--- src/rtl/imm_gen_pipe_pkg.sv ---
// Shared types for the immediate-generator pipeline: ImmSel codes, occupancy states,
// and the XLEN legality check used at elaboration.
package imm_gen_pipe_pkg;

    localparam int unsigned INST_W = 32;
    localparam int unsigned SEL_W  = 3;

    typedef enum logic [SEL_W-1:0] {
        IMM_TYPE_NONE  = 3'b000,
        IMM_TYPE_I     = 3'b001,
        IMM_TYPE_B     = 3'b010,
        IMM_TYPE_J     = 3'b011,
        IMM_TYPE_S     = 3'b100,
        IMM_TYPE_U     = 3'b101,
        IMM_TYPE_Z     = 3'b110,
        IMM_TYPE_SHAMT = 3'b111
    } imm_type_e;

    typedef enum logic [1:0] {
        OCC_EMPTY = 2'd0,
        OCC_ONE   = 2'd1,
        OCC_TWO   = 2'd2
    } occ_e;

    function automatic bit xlen_legal(input int unsigned xlen);
        return (xlen == 32) || (xlen == 64);
    endfunction

endpackage

--- src/rtl/imm_gen_pipe_comb.sv ---
// Pure combinational immediate decode: (ImmSel, inst) -> XLEN immediate plus illegal-encoding flag.
// The flag is only computed when IMM_ERR_EN is defined; otherwise it is tied 0.
module imm_gen_comb
    import imm_gen_pipe_pkg::*;
#(
    parameter int unsigned XLEN = 32
) (
    input  logic [SEL_W-1:0]  imm_sel_i,
    input  logic [INST_W-1:0] inst_i,
    output logic [XLEN-1:0]   imm_o,
    output logic              err_o
);

    // Opcode bits never contribute to any immediate.
    logic unused_opcode;
    assign unused_opcode = ^inst_i[6:0];

    always_comb begin
        imm_o = '0;
        case (imm_type_e'(imm_sel_i))
            IMM_TYPE_I:     imm_o = XLEN'($signed(inst_i[31:20]));
            IMM_TYPE_B:     imm_o = XLEN'($signed({inst_i[31], inst_i[7], inst_i[30:25],
                                                   inst_i[11:8], 1'b0}));
            IMM_TYPE_J:     imm_o = XLEN'($signed({inst_i[31], inst_i[19:12], inst_i[20],
                                                   inst_i[30:21], 1'b0}));
            IMM_TYPE_S:     imm_o = XLEN'($signed({inst_i[31:25], inst_i[11:7]}));
            IMM_TYPE_U:     imm_o = XLEN'($signed({inst_i[31:12], 12'b0}));
            IMM_TYPE_Z:     imm_o = XLEN'(inst_i[19:15]);
            IMM_TYPE_SHAMT: imm_o = (XLEN == 64) ? XLEN'(inst_i[25:20]) : XLEN'(inst_i[24:20]);
            default:        imm_o = '0;
        endcase
    end

`ifdef IMM_ERR_EN
    // NONE is never legal; a 6-bit shift amount is illegal on RV32.
    assign err_o = (imm_type_e'(imm_sel_i) == IMM_TYPE_NONE) ||
                   ((imm_type_e'(imm_sel_i) == IMM_TYPE_SHAMT) && (XLEN == 32) && inst_i[25]);
`else
    assign err_o = 1'b0;
`endif

endmodule

--- src/rtl/imm_gen_pipe.sv ---
// Registered, flow-controlled immediate generator with a 2-entry (output + skid) buffer.
// Optional IMM_ERR_EN macro stores an illegal-encoding flag with each entry.
module imm_gen_pipe
    import imm_gen_pipe_pkg::*;
#(
    parameter int unsigned XLEN  = 32,
    parameter int unsigned TAG_W = 32
) (
    input  logic              clk,
    input  logic              rst_n,
    input  logic              flush,
    input  logic              in_valid,
    output logic              in_ready,
    input  logic [SEL_W-1:0]  ImmSel,
    input  logic [INST_W-1:0] inst,
    input  logic [TAG_W-1:0]  in_tag,
    output logic              out_valid,
    input  logic              out_ready,
    output logic [XLEN-1:0]   out_imm,
    output logic [TAG_W-1:0]  out_tag,
    output logic              out_err
);

    if (!xlen_legal(XLEN)) begin : g_bad_xlen
        $error("imm_gen_pipe: XLEN must be 32 or 64");
    end

`ifdef IMM_ERR_EN
    typedef struct packed {
        logic [XLEN-1:0]  imm;
        logic [TAG_W-1:0] tag;
        logic             err;
    } entry_t;
`else
    typedef struct packed {
        logic [XLEN-1:0]  imm;
        logic [TAG_W-1:0] tag;
    } entry_t;
`endif

    occ_e        state_q, state_d;
    entry_t      out_q, out_d;
    entry_t      skid_q, skid_d;
    entry_t      new_entry;
    logic        out_valid_q, out_valid_d;
    logic        in_ready_q, in_ready_d;
    logic        accept;
    logic        pop;
    logic [XLEN-1:0] new_imm;
    logic        new_err;

    imm_gen_comb #(
        .XLEN (XLEN)
    ) u_comb (
        .imm_sel_i (ImmSel),
        .inst_i    (inst),
        .imm_o     (new_imm),
        .err_o     (new_err)
    );

`ifdef IMM_ERR_EN
    assign new_entry = '{imm: new_imm, tag: in_tag, err: new_err};
`else
    logic unused_err;
    assign unused_err = new_err;
    assign new_entry  = '{imm: new_imm, tag: in_tag};
`endif

    assign accept = in_valid && in_ready_q;
    assign pop    = out_valid_q && out_ready;

    // Occupancy next-state and buffer steering; flush overrides accept and pop.
    always_comb begin
        state_d = state_q;
        out_d   = out_q;
        skid_d  = skid_q;
        if (flush) begin
            state_d = OCC_EMPTY;
        end else begin
            case (state_q)
                OCC_EMPTY: begin
                    if (accept) begin
                        out_d   = new_entry;
                        state_d = OCC_ONE;
                    end
                end
                OCC_ONE: begin
                    if (accept && pop) begin
                        out_d = new_entry;
                    end else if (accept) begin
                        skid_d  = new_entry;
                        state_d = OCC_TWO;
                    end else if (pop) begin
                        state_d = OCC_EMPTY;
                    end
                end
                OCC_TWO: begin
                    if (pop) begin
                        out_d   = skid_q;
                        state_d = OCC_ONE;
                    end
                end
                default: state_d = OCC_EMPTY;
            endcase
        end
        out_valid_d = (state_d != OCC_EMPTY);
        in_ready_d  = (state_d != OCC_TWO);
    end

    always_ff @(posedge clk) begin
        if (!rst_n) begin
            state_q     <= OCC_EMPTY;
            out_q       <= '0;
            skid_q      <= '0;
            out_valid_q <= 1'b0;
            in_ready_q  <= 1'b0;
        end else begin
            state_q     <= state_d;
            out_q       <= out_d;
            skid_q      <= skid_d;
            out_valid_q <= out_valid_d;
            in_ready_q  <= in_ready_d;
        end
    end

    assign in_ready  = in_ready_q;
    assign out_valid = out_valid_q;
    assign out_imm   = out_q.imm;
    assign out_tag   = out_q.tag;
`ifdef IMM_ERR_EN
    assign out_err   = out_q.err;
`else
    assign out_err   = 1'b0;
`endif

endmodule

--- config.mk ---
export PLATFORM = sky130hd
export DESIGN_NAME = imm_gen_pipe
export DESIGN_NICKNAME = d
export VERILOG_FILES = /design/src/rtl/imm_gen_pipe_pkg.sv /design/src/rtl/imm_gen_pipe_comb.sv /design/src/rtl/imm_gen_pipe.sv
export SDC_FILE = /design/constraint.sdc
export NUM_CORES = 1
export LEC_CHECK = 0
export BUFFER_PORTS_ARGS = -buffer_cell sky130_fd_sc_hd__buf_2
export CAP_MARGIN = 20
export CELL_PAD_IN_SITES_DETAIL_PLACEMENT = 1
export CELL_PAD_IN_SITES_GLOBAL_PLACEMENT = 1
export CORE_ASPECT_RATIO = 2
export CORE_MARGIN = 2
export CORE_UTILIZATION = 41
export CTS_CLUSTER_DIAMETER = 150
export DETAILED_ROUTE_END_ITERATION = 6
export MAX_ROUTING_LAYER = met4
export PLACE_DENSITY_LB_ADDON = 0.1
export SLEW_MARGIN = 20
export SYNTH_ARGS = -nofsm -noshare
export SYNTH_HDL_FRONTEND = slang
export SYNTH_HIERARCHICAL = 1
export SYNTH_SLANG_ARGS = --single-unit
export TNS_END_PERCENT = 30
--- constraint.sdc ---
create_clock -name clk -period 2 [get_ports clk]
set_input_delay 0.3 -clock clk [delete_from_list [all_inputs] [get_ports clk]]
set_output_delay 0.3 -clock clk [all_outputs]
set_load 0.005 [all_outputs]
Yosys cells after proc, flatten, opt, wreduce, memory -nomap -nowiden
Cells that the tools add are included.

Register bits after elaboration: 132.

Mux-type cells: 12. Eq/ne operators: 13. Bitwise logic cells: 2. Reduce and logical (&&, ||, !) cells: 8.

Operators by type and width (count): 32-bit case mux with 7 select lines (1); 64-bit 2-to-1 mux (3); 64-bit case mux with 3 select lines (1); 3-bit == test, second input constant (4); 2-bit 2-to-1 mux (6); 2-bit inequality test, second input constant (4); 3-bit by 2-bit == test with 1-bit output, second input constant (2); 2-bit case mux with 3 select lines (1); 5-bit AND reduction (1); 4-bit AND reduction (1); 3-bit by 1-bit == test with 1-bit output, second input constant (1); 1-bit logical AND (3); 3-bit nonzero test (1); 2-bit by 1-bit == test with 1-bit output, second input constant (1); 2-bit == test, second input constant (1); 2-bit logical NOT (1); 1-bit NOT (2); 2-bit nonzero test (1).

Longest topological paths before layout
Gate-level depths: netlist of the first run.

Depth after elaboration: 7. Gate-level depth with buffers: 8. Depth with buffers taken out: 6.

By module
The synthesis of the first run kept the hierarchy.

Modules (own cells, without submodules): imm_gen_pipe (times used 1, area each 5655.4 um^2, cells each 590); imm_gen_comb (times used 1, area each 566.8 um^2, cells each 98).

Worst setup path after synthesis of the first run
No wires, ideal clock.

Path type: register to register. Start point: register state_q[1]. End point: register out_q, in the netlist out_imm[26]. Arrival: 1382 ps. Clock period less this slack: 1498 ps. Slack: 502 ps. Stages on the path, launching flop included: 7. Data required time: 1884 ps. Buffers on the path: 2. Cells stage by stage: dfxtp_1 or2_1 a221oi_4 buf_8 buf_6 nand2_1 o211a_1.

Cells in the longest elaborated chain, start to end: 3. Elaborated cells between the ends (all ways): 9. Those cells by class: eq/ne (5); mux (1); reduce/logical (3).

Ends and longest elaborated chain: start: declaration (line imm_gen_pipe.sv:41) `occ_e state_q, state_d;`; start signal: assignment (line imm_gen_pipe.sv:118) `state_q <= state_d;`; 2-bit by 1-bit == test with 1-bit output, or another cell as far along (line imm_gen_pipe.sv:80) `case (state_q)`; 2-bit inequality test (no source line) or 3-bit nonzero test (tied branches); 5-bit AND reduction (no source line); end signal: assignment (line imm_gen_pipe.sv:119) `out_q <= out_d;`; end: declaration (line imm_gen_pipe.sv:42) `entry_t out_q, out_d;`.

Parallel ways exist; a longest one is shown, timed or not. A chain may end at the register's enable or synchronous reset.

Final worst setup path of the first run
Start point: register state_q[1]. End point: register skid_q[36] in the netlist's numbering.

Cells in the longest elaborated chain, start to end: 2.

Ends and longest elaborated chain: 2-bit by 1-bit == test with 1-bit output (line imm_gen_pipe.sv:80); 4-bit AND reduction (no source line); end signal: assignment (line imm_gen_pipe.sv:120) `skid_q <= skid_d;`; end: declaration (line imm_gen_pipe.sv:43) `entry_t skid_q, skid_d;`.

Every way passes these cells.

==> run_results.csv, run 1 <==
group,metric,value,unit
status,status,"complete, no violations",
hold_path,hp-start,"in_tag[7]",
power_and_ir_drop,pwr_density_cell,913,nW/um^2
critical_path,crit_path_cell_trace,"nand2b_1, or4b_2, buf_4, nand2_1, a21boi_0",
critical_path,critPathKind,"reg2reg",
routing,ant_nets,0,
sta,report.final.slew_viol_count,0,
logic_synthesis,avgSynthCellArea,9.05,sq um
finish,drive_above_1_share,23.8,%
flow_run,cap_violations,0,
floorplan,std_cell_rows,63,
global_route,grt_max_degree,61,
cts,clk_path_buf_depth,2,
cts,postCtsHoldBufs,0,
cts,clkTransAtPathRegs,0.06,ns
critical_path,r2r-end,"skid_q[36]",
power_and_ir_drop,power,6.94,mW
global_route,grt_pass1_wl,27.2,mm
floorplan,ios,139,
global_route,grt_pass1_vias,5610,
critical_path,rrSetupSlack,0.09,ns
critical_path,r2r-start,"state_q[1]",
critical_path,max_stage_delay,0.68,ns
hold_path,hold_path_end,"skid_q[7]",
sta,hold_viol,0,
floorplan,dieWidth,91.0,um
critical_path,reg2regPathDepth,5,
floorplan,die_h,178,um
critical_path,worstPathArrival,2.21,ns
critical_path,start_kind,"register",
power_and_ir_drop,p_leak,4.12,nW
placed_design,port_buffers,130,
routing,wl_per_cell,16.6,um
cts,cts_setup_buffers,0,
global_route,track_usage,21.7,%
sta,rsz0062_at_grt,"false",
logic_synthesis,netlist_area,6210,sq um
placed_design,dp_hpwl,11.5,mm
critical_path,cpMaxStageDelayCell,"or4b_2",
sta,fmax,524,MHz
hold_path,min_path_cells,3,
critical_path,worst_setup_path_end_kind,"register",
routing,vias,5293,
floorplan,dieArea,16200,sq um
sta,min_period_over_period,95.4,%
cts,numCtsBuffers,17,
cts,htree_levels,4,
sta,clock_skew,0.00890,ns
floorplan,core_area,14800,sq um
cts,clk_latency,0.42,ns
hold_path,hold_class,"in2reg",
cts,clock-sinks,132,
cts,ctsResizeCount,0,
sta,tightestPinTransition,0.529,ns
global_route,gr-total-overflow,0,
critical_path,startpoint,"state_q[1]",
finish,mostFrequentLayoutCells,"206 x nand2_1, 132 x dfxtp_1, 129 x buf_2",
routing,drt_iter0_drc,116,
floorplan,initial_core_util,41.9,%
sta,slew_headroom,64.7,%
finish,finalNetCount,866,
logic_synthesis,synth_nets,758,
critical_path,cp_max_fo,32,
routing,first_pass_iters,4,
finish,area_delta_synth_final,22.4,%
finish,antenna_cells,0,
cts,cts_tree,"done",
routing,avgViaCountPerCell,5.28,
sta,tns,0,ns
logic_synthesis,syn_inst,686,
sta,fin_crit,1.91,ns
routing,drc_errors,0,
cts,cts_root_buffer,"clkbuf_16",
routing,wl,16.7,mm
critical_path,required,2.30,ns
sta,setup_viol,0,
global_route,grt_antenna_before_repair,0,
finish,final_common_cell,"nand2_1",
placed_design,gp_congestion,0.928,
power_and_ir_drop,ir_drop,0.623,mV
logic_synthesis,yosys_warnings,6,
==> per-layer routing <==
| metal | up-vias | GRT usage (%) | wire, um |
|---|---|---|---|
| met5 | - | - | 0 |
| met1 | 2593 | 21.9 | 6670 |
| li1 | 2572 | - | - |
| met2 | 104 | 40.5 | 9060 |
| met3 | 24 | 3.68 | 505 |
| met4 | 0 | 9.79 | 446 |
==> where the power goes <==
part           internal [mW]  switching, mW  leakage [nW]  total, mW
Sequential              2.71         0.0433          1.07       2.76
Clock                   2.40           1.18         0.321       3.58
Combinational          0.280          0.327          2.72      0.607
Total                   5.39           1.55          4.12       6.94
==> worst max-delay path by stage <==
stage,endpoint,depth (start not counted),slack [ns]
detailed placement,skid_q[58],5,0.1
global placement,skid_q[63],5,0.18
CTS,skid_q[58],5,0.07
floorplan,out_imm[26],6,0.50
finish,skid_q[36],5,0.09
global route,skid_q[36],5,0.003
==> stage by stage <==
step	utilization, %	hold WS, ns	instance area (sq um)	std cells	setup slack (ns)
final	51.3	0.133	7600	1002	0.0915
after global routing	51.3	0.125	7600	1002	0.00259
after CTS	51.3	0.117	7600	1002	0.0692
after detailed placement	46.7	0.446	6920	970	0.0970
after global placement	46.7	0.440	6920	970	0.181
after floorplan	-	0.424	6210	686	0.502
==> worst max-delay path, delay by kind of cell, from the launching register on <==
kind | cells | cell delay [ns]
simple gates | 3 | 1.03
flops | 1 | 0.38
buf+inv | 1 | 0.29
compound gates | 1 | 0.09
==> flip-flops by register name, indices dropped and copies added (netlist names) <==
register and count:
state_q 2, out_valid 1, skid_q 64, out_tag 32, in_ready 1, out_imm 32
==> area by class of cell <==
cell class | count | area [sq um]
clock buffer | 19 | 453
sequential | 132 | 2640
clock inverter | 13 | 229
multi-input combinational | 493 | 3140
fill | 1794 | 7220
timing repair buffer | 150 | 891
tap | 195 | 244
No activity file was read; power rests on OpenSTA's default activity.
==> run 2: changes to the inputs <==
Settings changed: RECOVER_POWER from default to 25, SLEW_MARGIN 20 to default.
==> run_results.csv, run 2 (synthesis gave the netlist of run 1 again) <==
group,metric,value,unit
global_route,track_usage,21.7,%
finish,area_delta_synth_final,21.9,%
global_route,grt_pass1_vias,5610,
power_and_ir_drop,ir_drop,0.623,mV
floorplan,dieWidth,91.0,um
power_and_ir_drop,sw_frac_of_total,22.4,%
cts,htree_levels,4,
floorplan,ios,139,
critical_path,r2r-start,"state_q[1]",
sta,rsz0062_at_grt,"false",
critical_path,start_kind,"register",
floorplan,initial_core_util,41.9,%
routing,wl_per_cell,16.7,um
cts,clock-sinks,132,
finish,final_common_cell,"nand2_1",
floorplan,die_h,178,um
power_and_ir_drop,clock_power_share,51.6,%
sta,hold_viol,0,
sta,tns,0,ns
finish,regArea,2640,sq um
critical_path,crit_path_cell_trace,"nand2b_1, or4b_2, buf_4, nand2_1, a21boi_0",
hold_path,hold_class,"in2reg",
routing,wl,16.7,mm
placed_design,dp_hpwl,11.5,mm
routing,dr_wl_met3,504,um
finish,top_register,"skid_q",
global_route,grt_antenna_before_repair,0,
critical_path,required,2.30,ns
critical_path,cpMaxStageDelayCell,"or4b_2",
sta,report.final.slew_viol_count,0,
cts,clk_latency,0.42,ns
floorplan,std_cell_rows,63,
cts,cts_setup_buffers,0,
finish,finalNetCount,866,
sta,setup_viol,0,
finish,antenna_cells,0,
global_route,grt_pass1_wl,27.2,mm
routing,drc_errors,0,
cts,clk_path_buf_depth,2,
routing,route.met2.wl,9.07,mm
finish,instances_no_fill,1002,
cts,numCtsBuffers,17,
power_and_ir_drop,internal_power,5.39,mW
power_and_ir_drop,p_sw,1.55,mW
critical_path,max_stage_delay,0.67,ns
critical_path,worstPathArrival,2.20,ns
power_and_ir_drop,p_leak,4.02,nW
finish,num-fill-cells,1801,
critical_path,worst_setup_path_end_kind,"register",
sta,fin_crit,1.90,ns
global_route,grt_max_degree,61,
finish,largest_reg_flops,64,
routing,wl_met1,6.66,mm
critical_path,cp_max_fo,32,
critical_path,startpoint,"state_q[1]",
power_and_ir_drop,power_frac_comb,8.7,%
finish,mostFrequentLayoutCells,"206 x nand2_1, 132 x dfxtp_1, 105 x buf_2",
sta,min_period_over_period,95.2,%
global_route,gr-total-overflow,0,
sta,tightestPinTransition,0.528,ns
finish,drive_above_1_share,20.8,%
routing,vias,5295,
power_and_ir_drop,power_frac_seq,39.7,%
cts,ctsResizeCount,0,
cts,cts_tree,"done",
routing,drt_iter0_drc,117,
status,status,"complete, no violations",
power_and_ir_drop,pwr_density_cell,916,nW/um^2
floorplan,dieArea,16200,sq um
finish,multiInputGateArea,3140,sq um
cts,postCtsHoldBufs,0,
placed_design,dp.cells,970,
flow_run,cap_violations,0,
routing,highest_layer,"met4",
sta,slew_headroom,64.7,%
routing,ant_nets,0,
routing,first_pass_iters,4,
sta,fmax,525,MHz
hold_path,hp-start,"in_tag[11]",
placed_design,gp_congestion,0.928,
floorplan,core_area,14800,sq um
placed_design,port_buffers,130,
critical_path,critPathKind,"reg2reg",
cts,clkTransAtPathRegs,0.06,ns
routing,avgViaCountPerCell,5.28,
cts,cts_root_buffer,"clkbuf_16",
sta,clock_skew,0.00881,ns
-- run 2: critical path, delay by kind of cell (launching register included) --
kind                   cells  cell delay, ns
AOI/OAI and AO/OA          1            0.09
DFF                        1            0.38
and+or+nand+nor            3            1.02
buffers and inverters      1            0.29
-- run 2: power by group through the flow --
stage | registers, mW | logic [mW] | clock network (mW)
after global routing | 2.77 | 0.668 | 3.77
after detailed placement | 2.81 | 0.614 | 0
after floorplan | 2.82 | 0.363 | 0
after global placement | 2.81 | 0.597 | 0
after CTS | 2.76 | 0.619 | 3.67
final | 2.76 | 0.600 | 3.58
-- run 2: layout make-up --
cell class / instances / share of cell area [%]
Clock buffer: 19 / 5.98
Tap cell: 195 / 3.22
Multi-Input combinational cell: 493 / 41.5
Timing Repair Buffer: 150 / 11.4
Sequential cell: 132 / 34.9
Clock inverter: 13 / 3.02
-- run 2: worst paths after layout --
path	slack, ns	to	cells after the start
worst max-delay path	0.1	skid_q[36]	5
worst min-delay path	0.13	skid_q[11]	3
worst max register to register	0.1	skid_q[36]	5
worst min register to register	0.45	skid_q[10]	2
-- run 2: layer usage --
layer  GRT usage [%]  vias to the layer above
met1            21.9                     2593
met2            40.5                      106
met4            9.79                        0
met5               -                        -
li1                -                     2572
met3            3.68                       24
-- run 2: stage by stage --
stage               hold WS (ns)  total power [mW]  worst slack (ns)  instance area [sq um]  utilization, %
floorplan                  0.424              3.18             0.502                   6210               -
global placement           0.440              3.41             0.181                   6920            46.7
detailed placement         0.446              3.43            0.0970                   6920            46.7
CTS                        0.117              7.04            0.0692                   7600            51.3
global route               0.125              7.20           0.00259                   7570            51.1
finish                     0.133              6.94            0.0969                   7570            51.1
==> run 3: changes to the inputs <==
Settings changed: CORE_UTILIZATION 41 to 40, SYNTH_HIERARCHICAL 1 to default.
==> run_results.csv, run 3 <==
group,metric,value,unit
logic_synthesis,synth-main-ff-cell,"dfxtp_1",
routing,wl,19.7,mm
cts,postCtsHoldBufs,0,
logic_synthesis,synthArstFlopShare,0,%
routing,wl_per_cell,19.2,um
cts,clock-sinks,132,
logic_synthesis,synth_nets,779,
placed_design,place_ws,-0.0700,ns
finish,finalNetCount,889,
sta,report.final.slew_viol_count,0,
sta,hold_ws,0.138,ns
finish,final_common_cell,"nand2_1",
logic_synthesis,synth_area_leaders,"dfxtp_1 43%, nand2_1 11%, mux2i_1 7.4%",
placed_design,gp_congestion,0.888,
finish,regArea,2640,sq um
logic_synthesis,avgSynthCellArea,8.78,sq um
logic_synthesis,synth_edf_count,0,
placed_design,placed_cell_area,7010,sq um
power_and_ir_drop,power_frac_seq,40.6,%
logic_synthesis,yosys.cell_count.top_type,"nand2_1",
cts,clk_path_buf_depth,2,
power_and_ir_drop,pwr_density_cell,880,nW/um^2
power_and_ir_drop,ir_drop,0.580,mV
routing,drc_errors,0,
cts,cts_root_buffer,"clkbuf_16",
placed_design,port_buffers,130,
flow_run,cap_violations,0,
routing,vias,5665,
status,status,"complete, no violations",
critical_path,required,2.26,ns
finish,mostFrequentLayoutCells,"176 x nand2_1, 132 x dfxtp_1, 104 x buf_2",
sta,worst_slack,0.0791,ns
sta,tightestPinTransition,0.920,ns
logic_synthesis,synth.distinct_cells,47,
finish,top_register,"skid_q",
power_and_ir_drop,p_sw,1.53,mW
routing,dr_wl_met3,666,um
floorplan,dieWidth,92.1,um
routing,avgViaCountPerCell,5.51,
critical_path,start_kind,"register",
power_and_ir_drop,p_leak,3.28,nW
finish,multiInputGateArea,3240,sq um
sta,fmax,521,MHz
critical_path,critPathKind,"reg2reg",
floorplan,ios,139,
logic_synthesis,netlist_area,6210,sq um
logic_synthesis,synth_top_area_share,42.6,%
sta,fin_crit,1.92,ns
sta,rsz0062_at_grt,"false",
logic_synthesis,synth.largest_area_cell,"dfxtp_1",
floorplan,die_h,180,um
finish,fin_area,7620,sq um
routing,ant_nets,0,
finish,largest_reg_flops,64,
global_route,grt_pass1_wl,31.5,mm
cts,cts_tree,"done",
routing,route.met2.wl,10.9,mm
logic_synthesis,netlist_top_cells_count,"176 x nand2_1, 132 x dfxtp_1, 46 x mux2i_1, 43 x a21boi_0, 37 x mux2_2",
floorplan,initial_core_util,40.8,%
logic_synthesis,ys_seq_elements,132,
global_route,grt_antenna_before_repair,0,
floorplan,std_cell_rows,64,
placed_design,dp_hpwl,13.9,mm
logic_synthesis,yosys_warnings,0,
critical_path,worstPathArrival,2.18,ns
cts,htree_levels,4,
power_and_ir_drop,sw_frac_of_total,22.8,%
finish,area_delta_synth_final,22.7,%
critical_path,worst_setup_path_end_kind,"register",
global_route,track_usage,24.9,%
logic_synthesis,yosysSeqAreaShare,42.6,%
sta,tns,0,ns
global_route,grt_max_degree,122,
routing,drt_iter0_drc,198,
floorplan,dieArea,16600,sq um
finish,drive_above_1_share,25.8,%
power_and_ir_drop,power_frac_comb,9.1,%
sta,hold_viol,0,
sta,min_period_over_period,96.0,%
routing,highest_layer,"met4",
cts,numCtsBuffers,17,
sta,clock_skew,0.00775,ns
floorplan,core_area,15200,sq um
sta,slew_headroom,38.3,%
power_and_ir_drop,clock_power_share,50.3,%
finish,antenna_cells,0,
global_route,gr-total-overflow,0,
logic_synthesis,syn_inst,707,
cts,clk_latency,0.42,ns
cts,ctsResizeCount,0,
power_and_ir_drop,internal_power,5.17,mW
cts,cts_setup_buffers,0,
global_route,grt_pass1_vias,6174,
routing,wl_met1,7.16,mm
hold_path,hold_class,"in2reg",
sta,setup_viol,0,
routing,first_pass_iters,4,
finish,num-fill-cells,1852,
critical_path,cp_max_fo,8,
cts,clkTransAtPathRegs,0.06,ns
run 3: area by class of cell:
| class | count | area share [%] |
|---|---|---|
| Clock buffer | 24 | 6.46 |
| Multi-Input combinational cell | 510 | 42.5 |
| Clock inverter | 8 | 1.92 |
| Inverter | 1 | 0.0493 |
| Timing Repair Buffer | 155 | 11.1 |
| Tap cell | 198 | 3.25 |
| Sequential cell | 132 | 34.7 |
run 3: logic make-up (layout without fill, tap and decap cells):
kind of cell,count (synthesis),in the layout,share of synthesized area [%]
AO/OA/AOI/OAI,163,163,18.6
flip-flops,132,132,42.6
XOR/XNOR,1,1,0.262
AND/OR/NAND/NOR,262,262,19.0
multiplexers,83,83,14.1
buffers and inverters,65,188,5.32
other,1,1,0.0604
run 3: power groups by stage:
stage	clock network (mW)	registers (mW)	logic, mW
after floorplan	0	2.78	0.351
after global placement	0	2.78	0.592
after detailed placement	0	2.78	0.614
after CTS	3.44	2.72	0.618
after global routing	3.54	2.73	0.666
final	3.37	2.73	0.609
run 3: path summary, 6_finish.rpt:
kind,startpoint,to,slack (ns),cells after the start
worst max-delay path,state_q[1],out_imm[14],0.08,4
worst min-delay path,in_tag[28],skid_q[28],0.14,3
worst max register to register,state_q[1],out_imm[14],0.08,4
worst min register to register,skid_q[33],skid_q[33],0.46,2
run 3: critical path: stages (launching register included):
cell	delay [ns]
dfxtp_1	0.44
nand3b_4	0.23
a21boi_0	0.13
o21ai_1	0.73
o32ai_1	0.22
run 3: metrics by stage:
step,cells,util [%],power (mW)
5_1_grt,1028,50.1,6.94
3_3_place_gp,996,46.1,3.37
3_5_place_dp,996,46.1,3.40
2_1_floorplan,707,-,3.13
4_1_cts,1028,50.3,6.78
6_report,1028,50.1,6.71
run 3: per-layer routing:
layer / GRT usage (%) / vias up
met1: 23.5 / 2780
met4: 14.5 / 0
met3: 4.10 / 50
li1: - / 2695
met2: 46.1 / 140
met5: - / -
